<file path="config.mk">
export PLATFORM = sky130hd
export DESIGN_NAME = vc_arbiter
export DESIGN_NICKNAME = d
export VERILOG_FILES = /design/src/rtl/vc_arbiter.sv
export SDC_FILE = /design/constraint.sdc
export NUM_CORES = 1
export LEC_CHECK = 0
export BUFFER_PORTS_ARGS = -buffer_cell sky130_fd_sc_hd__buf_2
export CELL_PAD_IN_SITES_DETAIL_PLACEMENT = 1
export CELL_PAD_IN_SITES_GLOBAL_PLACEMENT = 1
export CORE_MARGIN = 5
export CORE_UTILIZATION = 25
export CTS_BUF_LIST = sky130_fd_sc_hd__clkbuf_4
export DETAILED_ROUTE_END_ITERATION = 10
export PLACE_DENSITY_LB_ADDON = 0.1
export SETUP_SLACK_MARGIN = 0.3
export SYNTH_ARGS = -nofsm -noshare
export SYNTH_HDL_FRONTEND = slang
export SYNTH_SLANG_ARGS = --single-unit
</file>
<file path="constraint.sdc">
create_clock -name clk -period 3.25 [get_ports clk]
set_input_delay 0.4875 -clock clk [delete_from_list [all_inputs] [get_ports clk]]
set_output_delay 0.4875 -clock clk [all_outputs]
set_load 0.05 [all_outputs]
</file>
<file path="src/rtl/vc_arbiter.sv">
// Weighted two-VC to two-destination arbiter: VC0 priority with a bounded run length,
// almost-full backpressure per destination, registered push/data path and forward counters.
module vc_arbiter #(
    parameter int unsigned DATA_WIDTH = 6,
    parameter int unsigned DEST_BIT   = 4,
    parameter int unsigned VC0_WEIGHT = 3
) (
    input  logic                  clk,
    input  logic                  reset_L,
    input  logic                  enable,
    input  logic                  vc0_empty,
    input  logic                  vc1_empty,
    input  logic [DATA_WIDTH-1:0] vc0_data,
    input  logic [DATA_WIDTH-1:0] vc1_data,
    input  logic                  d0_almost_full,
    input  logic                  d1_almost_full,
    output logic                  pop_vc0,
    output logic                  pop_vc1,
    output logic                  push_d0,
    output logic                  push_d1,
    output logic [DATA_WIDTH-1:0] data_out,
    output logic                  grant_vc1_r,
    output logic                  idle_out,
    output logic [7:0]            fwd_cnt_d0,
    output logic [7:0]            fwd_cnt_d1
);

    localparam logic [3:0] WEIGHT_MAX = 4'(VC0_WEIGHT);

    typedef enum logic {
        ST_IDLE,
        ST_ARB
    } state_t;

    state_t                r_state;
    state_t                w_next_state;
    logic [3:0]            r_weight;
    logic                  r_push_d0;
    logic                  r_push_d1;
    logic [DATA_WIDTH-1:0] r_data;
    logic                  r_grant_vc1;
    logic                  r_idle;
    logic [7:0]            r_cnt_d0;
    logic [7:0]            r_cnt_d1;

    logic                  w_vc0_elig;
    logic                  w_vc1_elig;
    logic                  w_gnt0;
    logic                  w_gnt1;
    logic                  w_gnt_any;
    logic [DATA_WIDTH-1:0] w_gnt_data;
    logic                  w_gnt_dest;

    // A VC is eligible only if its head word's own destination has room.
    assign w_vc0_elig = !vc0_empty &&
                        !(vc0_data[DEST_BIT] ? d1_almost_full : d0_almost_full);
    assign w_vc1_elig = !vc1_empty &&
                        !(vc1_data[DEST_BIT] ? d1_almost_full : d0_almost_full);

    // Grants depend on the state only, so the cycle in which enable drops
    // (last ARB cycle) may still pop one word; that word is pushed next cycle.
    always_comb begin
        w_next_state = r_state;
        w_gnt0       = 1'b0;
        w_gnt1       = 1'b0;
        if (r_state == ST_IDLE) begin
            if (enable) w_next_state = ST_ARB;
        end else begin
            if (!enable) w_next_state = ST_IDLE;
            if (w_vc1_elig && ((r_weight == WEIGHT_MAX) || !w_vc0_elig))
                w_gnt1 = 1'b1;
            else if (w_vc0_elig)
                w_gnt0 = 1'b1;
        end
    end

    assign w_gnt_any  = w_gnt0 || w_gnt1;
    assign w_gnt_data = w_gnt1 ? vc1_data : vc0_data;
    assign w_gnt_dest = w_gnt_data[DEST_BIT];

    always_ff @(posedge clk or negedge reset_L) begin
        if (!reset_L) begin
            r_state     <= ST_IDLE;
            r_weight    <= '0;
            r_push_d0   <= 1'b0;
            r_push_d1   <= 1'b0;
            r_data      <= '0;
            r_grant_vc1 <= 1'b0;
            r_idle      <= 1'b1;
            r_cnt_d0    <= '0;
            r_cnt_d1    <= '0;
        end else begin
            r_state   <= w_next_state;
            r_push_d0 <= w_gnt_any && !w_gnt_dest;
            r_push_d1 <= w_gnt_any &&  w_gnt_dest;
            r_idle    <= ((r_state == ST_IDLE) || !w_gnt_any) && vc0_empty && vc1_empty;
            if (w_gnt_any) begin
                r_data      <= w_gnt_data;
                r_grant_vc1 <= w_gnt1;
                if (w_gnt_dest) r_cnt_d1 <= r_cnt_d1 + 8'd1;
                else            r_cnt_d0 <= r_cnt_d0 + 8'd1;
            end
            if (w_gnt1)
                r_weight <= '0;
            else if (w_gnt0 && w_vc1_elig && (r_weight != WEIGHT_MAX))
                r_weight <= r_weight + 4'd1;
        end
    end

    assign pop_vc0     = w_gnt0 && reset_L;
    assign pop_vc1     = w_gnt1 && reset_L;
    assign push_d0     = r_push_d0;
    assign push_d1     = r_push_d1;
    assign data_out    = r_data;
    assign grant_vc1_r = r_grant_vc1;
    assign idle_out    = r_idle;
    assign fwd_cnt_d0  = r_cnt_d0;
    assign fwd_cnt_d1  = r_cnt_d1;

endmodule

</file>
==> results.md, run 1 <==
Global routing:
- For this run, the total global-route usage over all layers was measured as roughly 11%.
- The maximum number of pins on one net before global-route repair is 24.
- The global-route wire length before repair is between 6000 and 7000 µm.
- The number of antenna violations at the first check in global routing came to 0.
- The number of global-route vias before repair was between 1000 and 1500.
- The leftover overflow at the end of global routing is 0.

Timing:
- The post-route fraction of the period consumed by the critical path is a little over four fifths.
- Headroom to the max-slew limit came out at 56.5%.
- For the pin with the worst max-slew slack, the measured transition is between 0.6 and 0.7 ns.
- The number of max-slew violations in the final report came to 0.
- Setup violations remaining at the end of the flow were counted as 0.
- The hold violation count in the final report is 0.
- The final setup skew is about 0.0086 ns.
- The aggregate negative setup slack is 0 ns.
- Setup repair after global routing left no endpoint under its margin.
- The routed design could run at a clock period as short as 2.71 ns.
- Derived from the worst setup path, the maximum achievable clock frequency is approximately 0.37 GHz.

Clock network:
- The number of buffers inserted to repair setup after CTS is 0.
- The number of buffers inserted for hold repair after clock tree synthesis is 0.
- Counting the buffers created by CTS gives 5.
- The count of H-tree levels built during CTS is 2.
- The CTS tree is done.
- The clock-pin slew reported for the worst setup and hold paths after clock tree synthesis is roughly 0.1 ns.
- The root buffer cell chosen for the clock tree is clkbuf_4.
- The total clock sinks is 31.
- The clock reaches the later pin of the worst-skew pair after around 0.32 ns.
- The number of buffers between clock root and the deepest sink is 2.
- The count of cells resized by post-cts repair is 0.

Power and ir drop:
- The analysis attributes to cell leakage a power of 0.000915 µW.
- The post-route total power is 1280 µW.
- The worst-case IR drop observed on VDD is between 0.0002 and 0.0003 V.
- Power spread over the standard cell area amounts to ~680 nW/µm².

Placement:
- The number of buffers added on ports is 46.
- The congestion estimate from routability-driven global placement came to between 0.7 and 0.8.
- The wire-length estimate of the detail-placed layout is 3030 µm.

Critical path:
- The cell family contributing the most delay on the critical path is simple AND/OR/NAND/NOR gates.
- The slowest stage of the critical path is the or3b_1 cell.
- The worst register-to-register path has a depth of 6.
- The endpoint identified for the worst register-to-register timing path is fwd_cnt_d1[3].
- For the worst setup path, the data arrival time is between 2 and 2.5 ns.
- The slack of the worst reg-to-reg path is between 0.9 and 1 ns.
- The startpoint identified for the worst register-to-register timing path is r_weight[0].
- Data on the critical path is required at its endpoint by 2.76 ns.
- The critical path goes through ha_1, or3b_1, o311a_2, and3_1, buf_2.
- Of all nets on the critical path, the largest fanout is 5.
- The startpoint type of the worst setup path is a flop.
- The endpoint type of the worst setup path is an output pin.
- The delay contributed by the slowest stage of the critical path is 0.47 ns.
- The classification of the worst setup path is reg -> out.
- The number of buffer and inverter instances along the worst setup path is 1.

Yosys:
- The biggest area contributor in the post-synthesis netlist is dfrtp_1.
- The post-synthesis share of cell area spent on full adders, half adders and majority gates is roughly 2.5%.
- The share of the synthesized area in compound gates (AO/OA/AOI/OAI) is 10.3%.
- The synthesized netlist devotes ~17% of its cell area to simple gates.
- The sequential-to-total area share from yosys stat is between 50 and 60%.
- The post-synthesis share of cell area spent on xor and xnor gates is under 10%.
- The mux share of post-synthesis cell area is 6.92%.
- The number of nets produced by synthesis is approximately 150.
- The number of different library cells in the post-synthesis netlist is 40.
- The largest family of logic cells by synthesized area is simple AND/OR/NAND/NOR gates.
- Ranked by total cell area, the synthesized netlist is headed by dfrtp_1 (50%), mux2i_1 (4.7%), xnor2_1 (4.7%).
- The cell count after synthesis is around 130.
- The synthesized design contains 31 register bits.
- The fraction of synthesized cell area taken by the top area cell type is roughly half.
- The post-synth design cell area is ~1500 µm².
- For this run, the number of Yosys warnings is 0.
- The mean instance size in the synthesized netlist is roughly 11 µm².

Floorplan:
- The placeable core area is between 5000 and 6000 µm².
- The effective utilization at floorplan is about a quarter.
- The number of core rows is 28.
- During I/O placement, the number of pins put on the boundary was 47.
- The floorplan step defined a die boundary enclosing around 7700 µm².
- From bottom edge to top edge, the die measures 87.5 µm.
- The overall die width is 87.5 µm.

Routing:
- Dividing the detail-routed wire length by the instance count gives 15.0 µm.
- The final layout contains routed wiring with a total length of 3870 µm.
- For this run, design rule violations remaining after detail routing come to 0.
- For this block, the initial DRC count from the detailed router was 21.
- The via-per-instance ratio is about 4.6.
- Once detail routing completed, the nets flagged for antenna violations numbered 0.
- Detailed routing inserted a total of 1201 vias.
- The first detailed-routing pass ran for 4 iterations.

Final layout:
- The area of all sequential standard cells is 777 µm².
- The area growth from synthesis to layout is 24.9%.
- The total number of nets in the final design is 205.
- The filler cell count is between 600 and 700.
- The fraction of final layout cells sized beyond drive strength 1 is between 30% and 40%.
- The antenna cell count is 0.
- The multi-input gate area in the final layout is 696 µm².

Run status:
- The run finished with clean final reports.

Min path:
- The kind of path behind the tightest hold check is in -> async.

Flow run:
- The max capacitance violation total is 0.
==> layout by cell type (no fill, tap or decap), types with 2 or more instances in the layout <==
cell      count
a21oi_1       6
nand2b_1      2
dfrtp_1      30
o21ai_0       2
nand3_1       3
xor2_1        6
mux2i_1       7
buf_4         2
nor2_1       10
nand4_1       7
inv_1         2
nor3_1        3
and2_1        2
nand2_1       9
clkbuf_4      6
and3_1        4
xnor2_1       8
mux2_2        3
buf_2        46
ha_1          3
a31o_2        2
==> logic make-up after synthesis <==
kind of cell / after synthesis
xor gates and xnor gates: 15
AOI/OAI and AO/OA: 19
adders and majority gates: 3
DFF: 31
buffers and inverters: 5
and+or+nand+nor: 48
muxes: 10
==> per-layer routing <==
| layer | part of all wire [%] | routed length (µm) | global-route usage [%] | vias up |
|---|---|---|---|---|
| met2 | 50 | 1930 | 18.6 | 23 |
| met4 | 1.4 | 53 | 4.18 | 0 |
| met1 | 44 | 1710 | 13.6 | 600 |
| li1 | - | - | - | 573 |
| met5 | 0 | 0 | 0 | - |
| met3 | 4.6 | 179 | 3.50 | 5 |
==> metrics by stage <==
step                cell area [µm²]  instances  hold WS, ns  setup WS (ns)  util (%)
global placement               1820        251        0.389          0.952      30.9
global route                   1870        259       0.0274          0.411      31.8
floorplan                      1500        131        0.192          0.891         -
CTS                            1870        259       0.0268          0.490      31.8
detailed placement             1820        251        0.392          0.882      30.9
finish                         1870        259       0.0324          0.539      31.8
==> area by class of cell <==
cell class	instances	area share [%]
clock buffer	6	2.40
clock inverter	2	0.468
inverter	2	0.401
multi-input combinational	95	37.1
sequential	31	41.5
tap	75	5.01
timing repair buffer	48	13.1
==> state kept, by name, summed over array words and instances, names as in the netlist <==
name and count:
fwd_cnt_d0 8, r_state 1, idle_out 1, r_weight 4, grant_vc1_r 1, push_d1 1, data_out 6, fwd_cnt_d1 8
push_d0 1
==> how the worst max path moves through the flow <==
| stage | from | slack, ns | cells after the start | end |
|---|---|---|---|---|
| 3_5_place_dp | r_weight[0] | 0.88 | 5 | pop_vc0 |
| 6_report | r_weight[0] | 0.54 | 5 | pop_vc0 |
| 3_3_place_gp | r_weight[0] | 0.95 | 5 | pop_vc0 |
| 4_1_cts | r_weight[0] | 0.49 | 5 | pop_vc0 |
| 2_1_floorplan | r_weight[0] | 0.89 | 5 | pop_vc1 |
| 5_1_grt | r_weight[0] | 0.41 | 5 | pop_vc1 |
==> cell usage after synthesis <==
library cell	number
o31ai_1	1
dfstp_2	1
and3_1	4
mux2i_1	7
o211ai_1	1
nand2_1	9
xor2_2	1
a311oi_4	1
nor2_1	10
nand4_1	7
nand2b_1	2
ha_1	3
a21o_2	1
xor2_1	6
a31o_2	2
a211oi_1	1
xnor2_1	8
mux2_2	3
nand3_1	3
inv_1	2
dfrtp_1	30
buf_2	1
nor2b_1	1
nor4_1	1
o21ai_0	2
nor3b_1	1
o311a_2	1
clkbuf_1	1
or4b_2	1
a32o_2	1
nand3b_1	1
or3b_1	1
nor3_1	3
a21o_1	1
and2_1	2
buf_6	1
a21oi_1	6
and4_4	1
and2_2	1
a21bo_2	1
==> power by group <==
| part | internal [µW] | switching, µW | total [µW] |
|---|---|---|---|
| clock | 89.5 | 128 | 218 |
| combinational | 134 | 373 | 507 |
| sequential | 462 | 93.6 | 555 |
| total | 685 | 595 | 1280 |
No activity file was read; power rests on OpenSTA's default activity.
==> run 2, diff against run 1 <==
==> constraint.sdc (replaced) <==
create_clock -name clk -period 2.45 [get_ports clk]
set_input_delay 0.3675 -clock clk [delete_from_list [all_inputs] [get_ports clk]]
set_output_delay 0.3675 -clock clk [all_outputs]
set_load 0.05 [all_outputs]
==> run 2 against run 1 <==
Critical endpoint unchanged. Clock skew rose by 0.0026 ns. Largest cell class unchanged. Sequential power is 32% higher. Cell count increased by 3.9%. Global-route usage up 0.081 points. Highest routed layer unchanged. Clock power is 44% higher. Critical path type unchanged.
==> results.md, run 2 (synthesis results as in run 1) <==
Routing:
- In the routed design, unresolved DRC markers number 0.
- The first-pass iteration count of the detailed router is 4.
- Once detail routing completed, the nets flagged for antenna violations numbered 0.
- The first routing iteration left 21 violations.
- The via-per-instance ratio is 4.74.
- Detailed routing inserted a total of 1276 vias.
- The wire length reported by the detailed router is 4270 µm.
- The routed wire length per instance is 15.9 µm.

Placement:
- The final weighted congestion in routability-driven placement is 0.742.
- The half-perimeter wire length of the detailed placement result is 3080 µm.
- During placement, the flow inserted port buffers numbering between 40 and 50.

Final layout:
- In the final design database the tool counted 215 nets.
- Cells with a size suffix above 1 make up 43.3% of the layout.
- The filler cell count is between 600 and 700.
- The area growth from synthesis to layout is 34.4%.
- The area of all sequential standard cells is roughly 780 µm².
- In the layout the commonest cells are buf_2 (44), dfrtp_1 (30), nor2_1 (10), buf_4 (10), nand2_1 (9).
- Summing all multi-input logic gate instances after layout gives ~750 µm².
- The most common cell after layout, fill and taps aside is buf_2.
- 0 antenna diodes ended up in the layout.

Critical path:
- The endpoint type of the worst setup path is an output pin.
- The number of cells on the worst reg-to-reg path is 6.
- The classification of the worst setup path is reg -> out.
- At the worst endpoint, the arrival time is around 2 ns.
- The worst setup path is launched from a flop.
- Along the worst path, the maximum fanout reaches 3.
- At the worst endpoint, the required time is around 2.1 ns.

Floorplan:
- The floorplan die area is 7650 µm².
- After floorplanning, the core was sized to cover ~5900 µm².
- The count of boundary I/O pins is 47.
- The floorplan step set the die width to ~87 µm.
- Once the floorplan was initialized, standard cells occupied about a quarter of the core.
- The floorplan has 28 rows.
- The height of the chip is roughly 87 µm.

Timing:
- The number of max-slew violations in the final report is 0.
- Setup violations remaining at the end of the flow were counted as 0.
- Setup repair after global routing could not meet its margin everywhere.
- In the finished design, the share of the clock period the worst path needs comes to between 90 and 100%.
- The final setup skew is 0.0112 ns.
- Setup total negative slack on the finished layout was measured at 0 ns.
- The minimum period implied by the final worst setup slack is 2.33 ns.
- Measured against its own limit, the worst slew margin works out to 70.1%.
- The worst hold margin is between 0.1 and 0.15 ns.
- The hold violation count in the final report is 0.
- Derived from the worst setup path, the maximum achievable clock frequency is between 0.4 and 0.5 GHz.
- At the pin with the least slew margin, the transition time is roughly 0.45 ns.

Flow run:
- The max capacitance violation total is 0.

Power and ir drop:
- The static leakage is approximately 0.00098 µW.
- The power per standard cell area is a little under 900 nW/µm².
- The worst-case IR drop observed on VDD is around 0.00057 V.

Global routing:
- Entering global routing, the biggest net connects 27 pins.
- The leftover overflow at the end of global routing is 0.
- The number of antenna violations at the first check in global routing is 0.
- The first global-routing pass estimated between 6000 and 7000 µm of wire.
- The aggregate global-route resource usage is between 10% and 20%.
- The number of global-route vias before repair was 1345.

Clock network:
- The tree is rooted in a clkbuf_4.
- The number of buffers inserted during clock tree synthesis is 5.
- The clock reaches the later pin of the worst-skew pair after around 0.34 ns.
- The count of H-tree levels built during CTS is 2.
- Counting every sink on the clock net gives 31.
- The number of buffers between clock root and the deepest sink is 2.
- The CTS tree is done.
- The clock-pin slew reported for the worst setup and hold paths after clock tree synthesis is around 0.1 ns.

Min path:
- In this run the worst hold path is classified as in -> reg.
- Counting instances, the worst hold path has a depth of 1.

Run status:
- The flow ran to the end, and the final reports show no timing, DRC or antenna violations.
## run 2: area by class of cell
type	count	area share [%]
clock buffer	7	2.61
clock inverter	1	0.248
inverter	2	0.372
multi-input combinational	96	37.1
sequential	31	38.5
tap	75	4.66
timing repair buffer	57	16.4
## run 2: per-layer routing
metal,vias to the layer above,global-route usage [%],part of all wire (%)
met3,4,5.11,5.1
met2,24,18.8,50
li1,596,-,-
met4,0,3.63,1.1
met5,-,0,0
met1,652,12.9,44
## run 2: final timing paths
kind / slack (ns) / startpoint / to
max in group asynchronous: 1.41 / reset_L / idle_out
worst min-delay path: 0.13 / enable / r_state
min in group asynchronous: 0.41 / reset_L / grant_vc1_r
worst max register to register: 0.31 / r_weight[0] / fwd_cnt_d0[1]
worst max-delay path: 0.12 / r_weight[0] / pop_vc0
worst min register to register: 0.46 / fwd_cnt_d1[7] / fwd_cnt_d1[7]
## run 2: repair_timing
action / 4_1_cts / 5_1_grt
cloned: 0 / 1
setup endpoints to repair: 6 / 13
pin swaps: 3 / 2
resized for setup: 8 / 2
hold buffers: 1 / 0
hold endpoints to repair: 5 / 0
buffers inserted: 6 / 1
## run 2: metrics by stage
step           power [µW]  utilization [%]  cell area (µm²)  std cells  setup slack (ns)
2_1_floorplan        1230                -             1520        131             0.292
3_3_place_gp         1430             31.3             1840        252             0.260
3_5_place_dp         1440             31.3             1840        252             0.228
4_1_cts              1770             33.8             1990        267            0.0948
5_1_grt              1860             34.2             2020        269            0.0743
6_report             1760             34.2             2020        269             0.125
## run 2: power by group
| part | internal, µW | switching [µW] |
|---|---|---|
| combinational | 202 | 509 |
| clock | 134 | 179 |
| sequential | 613 | 122 |
| total | 948 | 810 |
## run 2: worst max-delay path, stage by stage (launching register included)
cell,delay [ns]
dfrtp_1,0.37
ha_2,0.18
or3b_4,0.41
o311a_4,0.33
and3_4,0.19
buf_6,0.15
